[config.mk]
export PLATFORM = sky130hd
export DESIGN_NAME = ofdm_cp_inserter
export DESIGN_NICKNAME = d
export VERILOG_FILES = /design/src/rtl/ofdm_cp_inserter.sv
export SDC_FILE = /design/constraint.sdc
export NUM_CORES = 2
export LEC_CHECK = 0
export BUFFER_PORTS_ARGS = -buffer_cell sky130_fd_sc_hd__buf_2
export CAP_MARGIN = 20
export CORE_ASPECT_RATIO = 1.1
export CORE_UTILIZATION = 25
export CTS_BUF_LIST = sky130_fd_sc_hd__clkbuf_16
export DETAILED_ROUTE_END_ITERATION = 8
export SLEW_MARGIN = 20
export SYNTH_ARGS = -nofsm -noshare
export SYNTH_HDL_FRONTEND = slang
export SYNTH_SLANG_ARGS = --single-unit
[constraint.sdc]
create_clock -name clock -period 7.24 [get_ports clock]
set_clock_uncertainty 0.05 [all_clocks]
set_input_delay 0.724 -clock clock [delete_from_list [all_inputs] [get_ports clock]]
set_output_delay 0.724 -clock clock [all_outputs]
set_load 0.02 [all_outputs]
[src/rtl/ofdm_cp_inserter.sv]
// Cyclic-prefix inserter: buffers each N_FFT-sample symbol and replays its last CP_LEN samples ahead of it.
// Latency: sop_out rises 2 edges after the edge accepting sample N_FFT-1 (full flag, then RAM read into output reg).
// Backpressure: ready_out drops only while both ping-pong buffers are full; the output holds while valid_out && !ready_in.
// Optional build macro OFDM_CP_ERRCNT_EN adds the 8-bit saturating err_cnt port and counts HUNT drops as errors.
module ofdm_cp_inserter #(
   parameter int N_FFT  = 64,
   parameter int CP_LEN = 16,
   parameter int W      = 16
) (
   input  logic                clock,
   input  logic                reset,
   input  logic signed [W-1:0] i_in,
   input  logic signed [W-1:0] q_in,
   input  logic                valid_in,
   input  logic                sop_in,
   output logic                ready_out,
   output logic signed [W-1:0] i_out,
   output logic signed [W-1:0] q_out,
   output logic                valid_out,
   output logic                sop_out,
   output logic                eop_out,
   input  logic                ready_in,
`ifdef OFDM_CP_ERRCNT_EN
   output logic [7:0]          err_cnt,
`endif
   output logic                sync_err
);

   localparam int AW = $clog2(N_FFT);
   localparam logic [AW-1:0] IDX_LAST = AW'(N_FFT - 1);
   localparam logic [AW-1:0] IDX_CP0  = AW'(N_FFT - CP_LEN);

   typedef enum logic {
      W_HUNT,
      W_FILL
   } wr_state_t;

   typedef enum logic [1:0] {
      R_IDLE,
      R_CP,
      R_BODY
   } rd_state_t;

   // Two symbol buffers: address MSB selects the buffer, low bits the sample index.
   logic [2*W-1:0] mem [2*N_FFT];

   // Write side
   wr_state_t     wr_state;
   wr_state_t     wr_state_nxt;
   logic          wr_buf;
   logic [AW-1:0] wr_idx;
   logic [AW-1:0] wr_ptr;
   logic          wr_en;
   logic          set_full;
   logic          resync;
   logic          err_set;
   logic          accept;

   // Buffer ownership
   logic [1:0]    full;
   logic [1:0]    full_nxt;

   // Read side
   rd_state_t     rd_state;
   rd_state_t     rd_state_nxt;
   logic          rd_buf;
   logic [AW-1:0] rd_idx;
   logic          adv;
   logic          rd_fire;
   logic          first_cp;
   logic          last_body;
   logic          free_buf;

   assign accept = valid_in && ready_out;
   assign adv    = !valid_out || ready_in;

   // ------------------------------------------------------------------
   // Write FSM
   // ------------------------------------------------------------------

   // Write FSM state register
   always_ff @(posedge clock or negedge reset) begin
      if (!reset) begin
         wr_state <= W_HUNT;
      end else begin
         wr_state <= wr_state_nxt;
      end
   end

   // Write FSM next state: a sop starts a fill, the last index ends it
   always_comb begin
      wr_state_nxt = wr_state;
      unique case (wr_state)
         W_HUNT: begin
            if (accept && sop_in) begin
               wr_state_nxt = W_FILL;
            end
         end
         W_FILL: begin
            if (set_full) begin
               wr_state_nxt = W_HUNT;
            end
         end
         default: wr_state_nxt = W_HUNT;
      endcase
   end

   // Write FSM outputs: RAM write strobe/index, buffer-complete and resync events
   always_comb begin
      wr_en    = 1'b0;
      wr_ptr   = wr_idx;
      set_full = 1'b0;
      resync   = 1'b0;
      if (accept) begin
         unique case (wr_state)
            W_HUNT: begin
               if (sop_in) begin
                  wr_en  = 1'b1;
                  wr_ptr = '0;
               end
            end
            W_FILL: begin
               wr_en = 1'b1;
               if (sop_in) begin
                  // A new sop mid-fill restarts the same buffer from index 0.
                  wr_ptr = '0;
                  resync = 1'b1;
               end else if (wr_idx == IDX_LAST) begin
                  set_full = 1'b1;
               end
            end
            default: wr_en = 1'b0;
         endcase
      end
   end

`ifdef OFDM_CP_ERRCNT_EN
   logic hunt_drop;
   assign hunt_drop = accept && (wr_state == W_HUNT) && !sop_in;
   assign err_set   = resync || hunt_drop;
`else
   assign err_set   = resync;
`endif

   // Write index and buffer pointer; the pointer flips once a symbol is complete
   always_ff @(posedge clock or negedge reset) begin
      if (!reset) begin
         wr_idx <= '0;
         wr_buf <= 1'b0;
      end else if (wr_en) begin
         if (set_full) begin
            wr_idx <= '0;
            wr_buf <= ~wr_buf;
         end else begin
            wr_idx <= wr_ptr + AW'(1);
         end
      end
   end

   // Sample storage write port (no reset: contents are qualified by the full flags)
   always_ff @(posedge clock) begin
      if (wr_en) begin
         mem[{wr_buf, wr_ptr}] <= {i_in, q_in};
      end
   end

   // ------------------------------------------------------------------
   // Buffer full flags and upstream ready
   // ------------------------------------------------------------------

   // Fill and free may hit different buffers on the same edge; both take effect
   always_comb begin
      full_nxt = full;
      if (set_full) begin
         full_nxt[wr_buf] = 1'b1;
      end
      if (free_buf) begin
         full_nxt[rd_buf] = 1'b0;
      end
   end

   // Full flags and registered ready_out derived from the next flag state
   always_ff @(posedge clock or negedge reset) begin
      if (!reset) begin
         full      <= 2'b00;
         ready_out <= 1'b1;
      end else begin
         full      <= full_nxt;
         ready_out <= ~(&full_nxt);
      end
   end

   // ------------------------------------------------------------------
   // Read FSM
   // ------------------------------------------------------------------

   // Read FSM state register
   always_ff @(posedge clock or negedge reset) begin
      if (!reset) begin
         rd_state <= R_IDLE;
      end else begin
         rd_state <= rd_state_nxt;
      end
   end

   // Read FSM next state: IDLE -> CP -> BODY, chaining straight into the next full buffer
   always_comb begin
      rd_state_nxt = rd_state;
      unique case (rd_state)
         R_IDLE: begin
            if (full[rd_buf]) begin
               rd_state_nxt = R_CP;
            end
         end
         R_CP: begin
            if (adv && (rd_idx == IDX_LAST)) begin
               rd_state_nxt = R_BODY;
            end
         end
         R_BODY: begin
            if (adv && (rd_idx == IDX_LAST)) begin
               rd_state_nxt = full[~rd_buf] ? R_CP : R_IDLE;
            end
         end
         default: rd_state_nxt = R_IDLE;
      endcase
   end

   // Read FSM outputs: read strobe, frame markers and buffer release
   always_comb begin
      rd_fire   = 1'b0;
      first_cp  = 1'b0;
      last_body = 1'b0;
      free_buf  = 1'b0;
      unique case (rd_state)
         R_CP: begin
            rd_fire  = adv;
            first_cp = (rd_idx == IDX_CP0);
         end
         R_BODY: begin
            rd_fire   = adv;
            last_body = (rd_idx == IDX_LAST);
            free_buf  = adv && (rd_idx == IDX_LAST);
         end
         default: rd_fire = 1'b0;
      endcase
   end

   // Read index and buffer pointer; the index jumps to the CP start for each new symbol
   always_ff @(posedge clock or negedge reset) begin
      if (!reset) begin
         rd_idx <= '0;
         rd_buf <= 1'b0;
      end else if (rd_state == R_IDLE) begin
         if (full[rd_buf]) begin
            rd_idx <= IDX_CP0;
         end
      end else if (adv) begin
         if (rd_idx == IDX_LAST) begin
            if (rd_state == R_CP) begin
               rd_idx <= '0;
            end else begin
               rd_idx <= IDX_CP0;
               rd_buf <= ~rd_buf;
            end
         end else begin
            rd_idx <= rd_idx + AW'(1);
         end
      end
   end

   // Output register doubles as the RAM read register; it only loads when downstream can take it
   always_ff @(posedge clock or negedge reset) begin
      if (!reset) begin
         i_out     <= '0;
         q_out     <= '0;
         valid_out <= 1'b0;
         sop_out   <= 1'b0;
         eop_out   <= 1'b0;
      end else if (adv) begin
         valid_out <= rd_fire;
         if (rd_fire) begin
            {i_out, q_out} <= mem[{rd_buf, rd_idx}];
            sop_out        <= first_cp;
            eop_out        <= last_body;
         end else begin
            sop_out <= 1'b0;
            eop_out <= 1'b0;
         end
      end
   end

   // ------------------------------------------------------------------
   // Error reporting
   // ------------------------------------------------------------------

   // Sticky resync flag, cleared only by reset
   always_ff @(posedge clock or negedge reset) begin
      if (!reset) begin
         sync_err <= 1'b0;
      end else if (err_set) begin
         sync_err <= 1'b1;
      end
   end

`ifdef OFDM_CP_ERRCNT_EN
   // Saturating count of resync events and HUNT drops
   always_ff @(posedge clock or negedge reset) begin
      if (!reset) begin
         err_cnt <= 8'd0;
      end else if (err_set && (err_cnt != 8'hFF)) begin
         err_cnt <= err_cnt + 8'd1;
      end
   end
`endif

endmodule
## Yosys cells after proc, flatten, opt, wreduce, memory -nomap -nowiden

Memory sizes are Yosys's and may differ from the RTL's. A register that Yosys moved wholly into a read port is not among the register bits.
Index checks and enable logic that the tools add are counted.

- $add $sub $neg: 2
- Order comparisons: 5
- Equality and inequality tests: 8
- Muxes and demuxes: 43
- Bitwise operators: 9
- Reduce and logical (&&, ||, !) cells: 17

Operator list:

| kind | count |
|---|---|
| $mux 6 | 8 |
| $mux 1 | 25 |
| $eq 6x6->1 const B | 3 |
| $add 6x1->6 const B | 2 |
| $mux 2 | 5 |
| $reduce_and 2->1 | 4 |
| $lt 1x2->1 const B | 3 |
| $ne 2x2->1 const B | 3 |
| $not 1->1 | 6 |
| $pmux 2 s3 | 1 |
| $logic_and 1x1->1 | 5 |
| $pmux 1 s2 | 2 |
| $reduce_and 4->1 | 1 |
| $reduce_and 3->1 | 1 |
| $and 2x2->2 | 1 |
| $demux 1 s1 | 2 |
| $eq 2x1->1 const B | 1 |
| $eq 2x2->1 const B | 1 |
| $ge 1x1->1 const B | 2 |
| $logic_not 1->1 | 2 |
| $logic_not 2->1 | 1 |
| $not 2->2 | 1 |
| $or 2x2->2 | 1 |
| $reduce_bool 2->1 | 1 |
| other kinds (2) | 2 |

- Register bits: 24
- Memory bits (writable): 4096
- Input bits: 37
- Word-level logic and storage cells: 97
- Memories: 1

Memories:

| name | words | bits a word | read ports | clocked after Yosys merged registers in | wr ports | line | RTL |
|---|---|---|---|---|---|---|---|
| mem | 128 | 32 | 1 | 1 | 1 | 45 | `logic [2*W-1:0] mem [2*N_FFT];` |

## Longest topological paths before layout

- Depth in word-level cells: 10
- Gate-level depth with buffers: 12

## Worst setup path before layout

Ideal clock, no wire load.

- Kind: input port to flip-flop
- Start: input valid_in
- End: memory mem[84][0] (netlist name) (enable)
- Library setup time: 0.501 ns
- Arrival: 4.715 ns
- Data required time: 6.689 ns
- Path slack: 1.974 ns
- Stages on the path: 6
- Path buffers: 1
- Cell sequence: nand3_1 > clkbuf_1 > nand2_1 > nor2_1 > nand3_1 > nor4_1

- Cells in the longest elaborated chain, start to end: 4
- Elaborated cells on any way between the ends: 5
- Those cells by class: mux: 4; reduce/logical: 1

Ends and longest elaborated chain:

| what | line | RTL |
|---|---|---|
| from (decl) | 14 | `input logic valid_in,` |
| $logic_and 1x1->1 * | 74 | `assign accept = valid_in && ready_out;` |
| $mux 1 | 114 | `if (accept) begin` |
| $mux 1 | 162 | `if (wr_en) begin` |
| $mux 1 (not written as such) | 163 | `mem[{wr_buf, wr_ptr}] <= {i_in, q_in};` |
| to (decl) | 45 |  |

Mark *: on every way between the ends. The rest lies on a longest branch, timed or not.

==> flow_metrics.tcl <==
set metrics [dict create \
    clock-sinks 4152 \
    p_leak_nw 55.45 \
    worstSetupPathType "flop to flop" \
    die_y_um 839.1 \
    syn_nets 7116 \
    syn-cell-area_mm2 0.1592 \
    track_usage_pct 13.89 \
    hold_viol_final 0 \
    stdcell_count 16350 \
    ant_nets 0 \
    ys_types 75 \
    p_per_area_mw_per_mm2 338.7 \
    gp_congestion 0.8719 \
    yosysTopAreaCell "edfxtp_1" \
    timing.fmax_mhz 202.5 \
    vias_per_cell 4.808 \
    ys_warn_count 0 \
    area_delta_synth_final_pct 16.52 \
    drtIter0Drc 11276 \
    synthCells 7072 \
    grt_pass1_wl_um 635200 \
    finalSetupViolCount 0 \
    worst_slack_ns 2.303 \
    tightestPinTransition_ns 1.235 \
    dp.cells 15549 \
    dpl.hpwl_um 273600 \
    synth_edf_count 4096 \
    dp_slack_ns 2.357 \
    antenna_found_initial 65 \
    outcome "complete, but fails checks" \
    ys.flop_type "edfxtp_1" \
    rows 307 \
    critPathMaxFanout 42 \
    start_util_pct 25.08 \
    synth.area.top_cells "edfxtp_1, mux4_2, mux2i_1" \
    p_sw_mw 18.27 \
    cts-resized-gates 0 \
    drive_above_1_share_pct 27.71 \
    drt-total-wl_um 460800 \
    switching_share_pct 29.07 \
    worstSkewPairLatency_ns 1.01 \
    fin_crit_sh_pct 68.19 \
    io_buffers 73 \
    dieArea_mm2 0.6402 \
    maxCapViolations 0 \
    fp.dieW_um 763.0 \
    yosysTopAreaCellShare_pct 77.24 \
    post-route-min-period_ns 4.937 \
    final_net_count 7514 \
    cts_buffers 413 \
    cp_data_required_time_ns 8.04 \
    ys_ff_latch 4152 \
    peakVddDrop_mv 0.3487 \
    wl_per_cell_um 28.18 \
    p_comb_share_pct 22.7 \
    root_buffer "clkbuf_16" \
    cp-start-kind "flop" \
    syn_area_per_cell_um2 22.52 \
    postSynth.asyncResetShare_pct 1.349 \
    drc 33 \
    arrival_ns 5.74 \
    maxSlewHeadroom_pct 17.41 \
    rsz0062_at_grt "no" \
    hold_class "primary input to flop" \
    place_area_mm2 0.1720 \
    h-tree-depth 5 \
    clkTransAtPathRegs_ns 0.06 \
    critPathCaptureType "flop" \
    pwr-share-clk_pct 33.8 \
    gr-total-overflow 0 \
    fin_area_mm2 0.1855 \
    power.internal_mw 44.57 \
    grt_max_degree 99 \
    grt_pass1_vias 78288 \
    cts_max_path_buffers 4 \
    yosysSeqAreaShare_pct 78.12 \
    io-pin-count 74 \
    violations "DRC" \
    vias 78616 \
    cts_tree "done" \
    fin_setup_tns_ns 0 \
    drv_slew 0 \
    first_pass_iters 7 \
    core_mm2 0.6349 \
    power_frac_seq_pct 43.6 \
]
## cells in the mapped netlist, types with 11 or more instances
cell         n
a211o_1     12
a211oi_1    34
a21oi_1     38
a221o_1     11
a221oi_1    31
a22oi_1     16
a31oi_1     18
buf_1       24
buf_2      134
buf_4       76
buf_6       31
clkbuf_1   133
dfrtp_1     55
edfxtp_1  4096
inv_1       11
mux2_2      66
mux2i_1    365
mux4_2     973
nand2_1    218
nand2b_1    12
nand3_1     27
nor2_1     181
nor2b_1     16
nor3_1      67
o211ai_1    13
o21ai_0     82
o221ai_1    52
o22ai_1    115
o32ai_1     12
or3_1       14
## power groups by stage
stage	registers [mW]	clock network [mW]	logic (mW)
after floorplan	27.4	0	9.33
after global placement	27.8	0	14.2
after detailed placement	27.8	0	14.3
after CTS	27.3	21.5	14.4
after global routing	27.4	22.3	14.9
final	27.4	21.2	14.3
## cells in the final DEF, fill, tap and decap left out, drive strengths merged, types with 18 or more instances in the layout
master  netlist  routed
a211oi       34      34
a21oi        38      38
a221oi       31      31
a31oi        18      18
buf         266     381
bufinv        0      42
clkbuf      134     417
clkinv        0     184
dfrtp        55      55
diode         0      35
edfxtp     4096    4096
inv          12     124
mux2         66      66
mux2i       365     365
mux4        973     973
nand2       218     218
nand3        27      27
nor2        181     181
nor3         67      67
o21ai        91      91
o221ai       52      52
o22ai       115     115
## final timing paths
kind	startpoint	to	slack [ns]	cells after the start
max	rd_idx[0]$_DFFE_PN0P_	q_out[12]$_DFFE_PN0P_	2.30	9
min	q_in[0]	mem[119][0]$_DFFE_PP_	0.08	1
max reg2reg	rd_idx[0]$_DFFE_PN0P_	q_out[12]$_DFFE_PN0P_	2.30	9
min reg2reg	sync_err$_DFFE_PN0P_	sync_err$_DFFE_PN0P_	0.40	1
max in group asynchronous	reset	rd_idx[3]$_DFFE_PN0P_	5.90	2
min in group asynchronous	reset	i_out[6]$_DFFE_PN0P_	0.39	2
## layout make-up
type                    instances  area (um2)
well taps                    8497       10630
flip-flops and latches       4152      124400
clock inverters               346        2959
fillers                     60876      449400
clock buffers                 417       10440
diodes                         35       87.58
inverters                      12       46.29
multi-input cells            2508       33720
repair buffers                383        3241
## per-layer routing
layer / up-vias / wire, um / share of wire [%] / global-route usage, %
li1: 30932 / - / - / -
met3: 725 / 48630 / 11 / 3.512
met5: - / 151 / 0.033 / 0.3506
met2: 4280 / 218200 / 47 / 22.45
met1: 42655 / 176500 / 38 / 18.15
met4: 24 / 17390 / 3.8 / 4.773
## registers in the layout (all words and copies together) (netlist names)
signal,cells
i_out,16
q_out,16
full,2
wr_buf,1
ready_out,1
sync_err,1
wr_idx,6
sop_out,1
rd_idx,6
eop_out,1
rd_buf,1
valid_out,1
rd_state,2
wr_state,1
mem,4096
## repair_timing
action | 4_1_cts | 5_1_grt
buffers inserted | 0 | 0
endpoints found under the hold margin | 67 | 0
hold buffers | 2 | 0
## logic make-up after synthesis
kind of cell    synth area share (%)
fa+ha+maj                    0.05500
flops                          78.12
mux                            16.52
buf+inv                        1.410
xor+xnor                     0.01100
compound gates                 2.269
simple gates                   1.614
## metrics by stage
step	hold slack, ns	utilization (%)	power, mW
after floorplan	0.3784	-	36.77
after global placement	0.4023	27.02	42.04
after detailed placement	0.3894	27.09	42.16
after CTS	0.04338	29.20	63.16
after global routing	0.06813	29.21	64.53
final	0.07757	29.22	62.84
## critical path: stages, from the launching register on
cell and delay, ns:
dfrtp_4 0.87, buf_12 0.40, buf_4 0.62, buf_4 0.58, mux4_2 0.58, mux4_2 0.48
mux2i_1 0.51, nand2_1 0.21, o21ai_1 0.24, a21oi_1 0.12
Power figures use the tool's default switching activity.
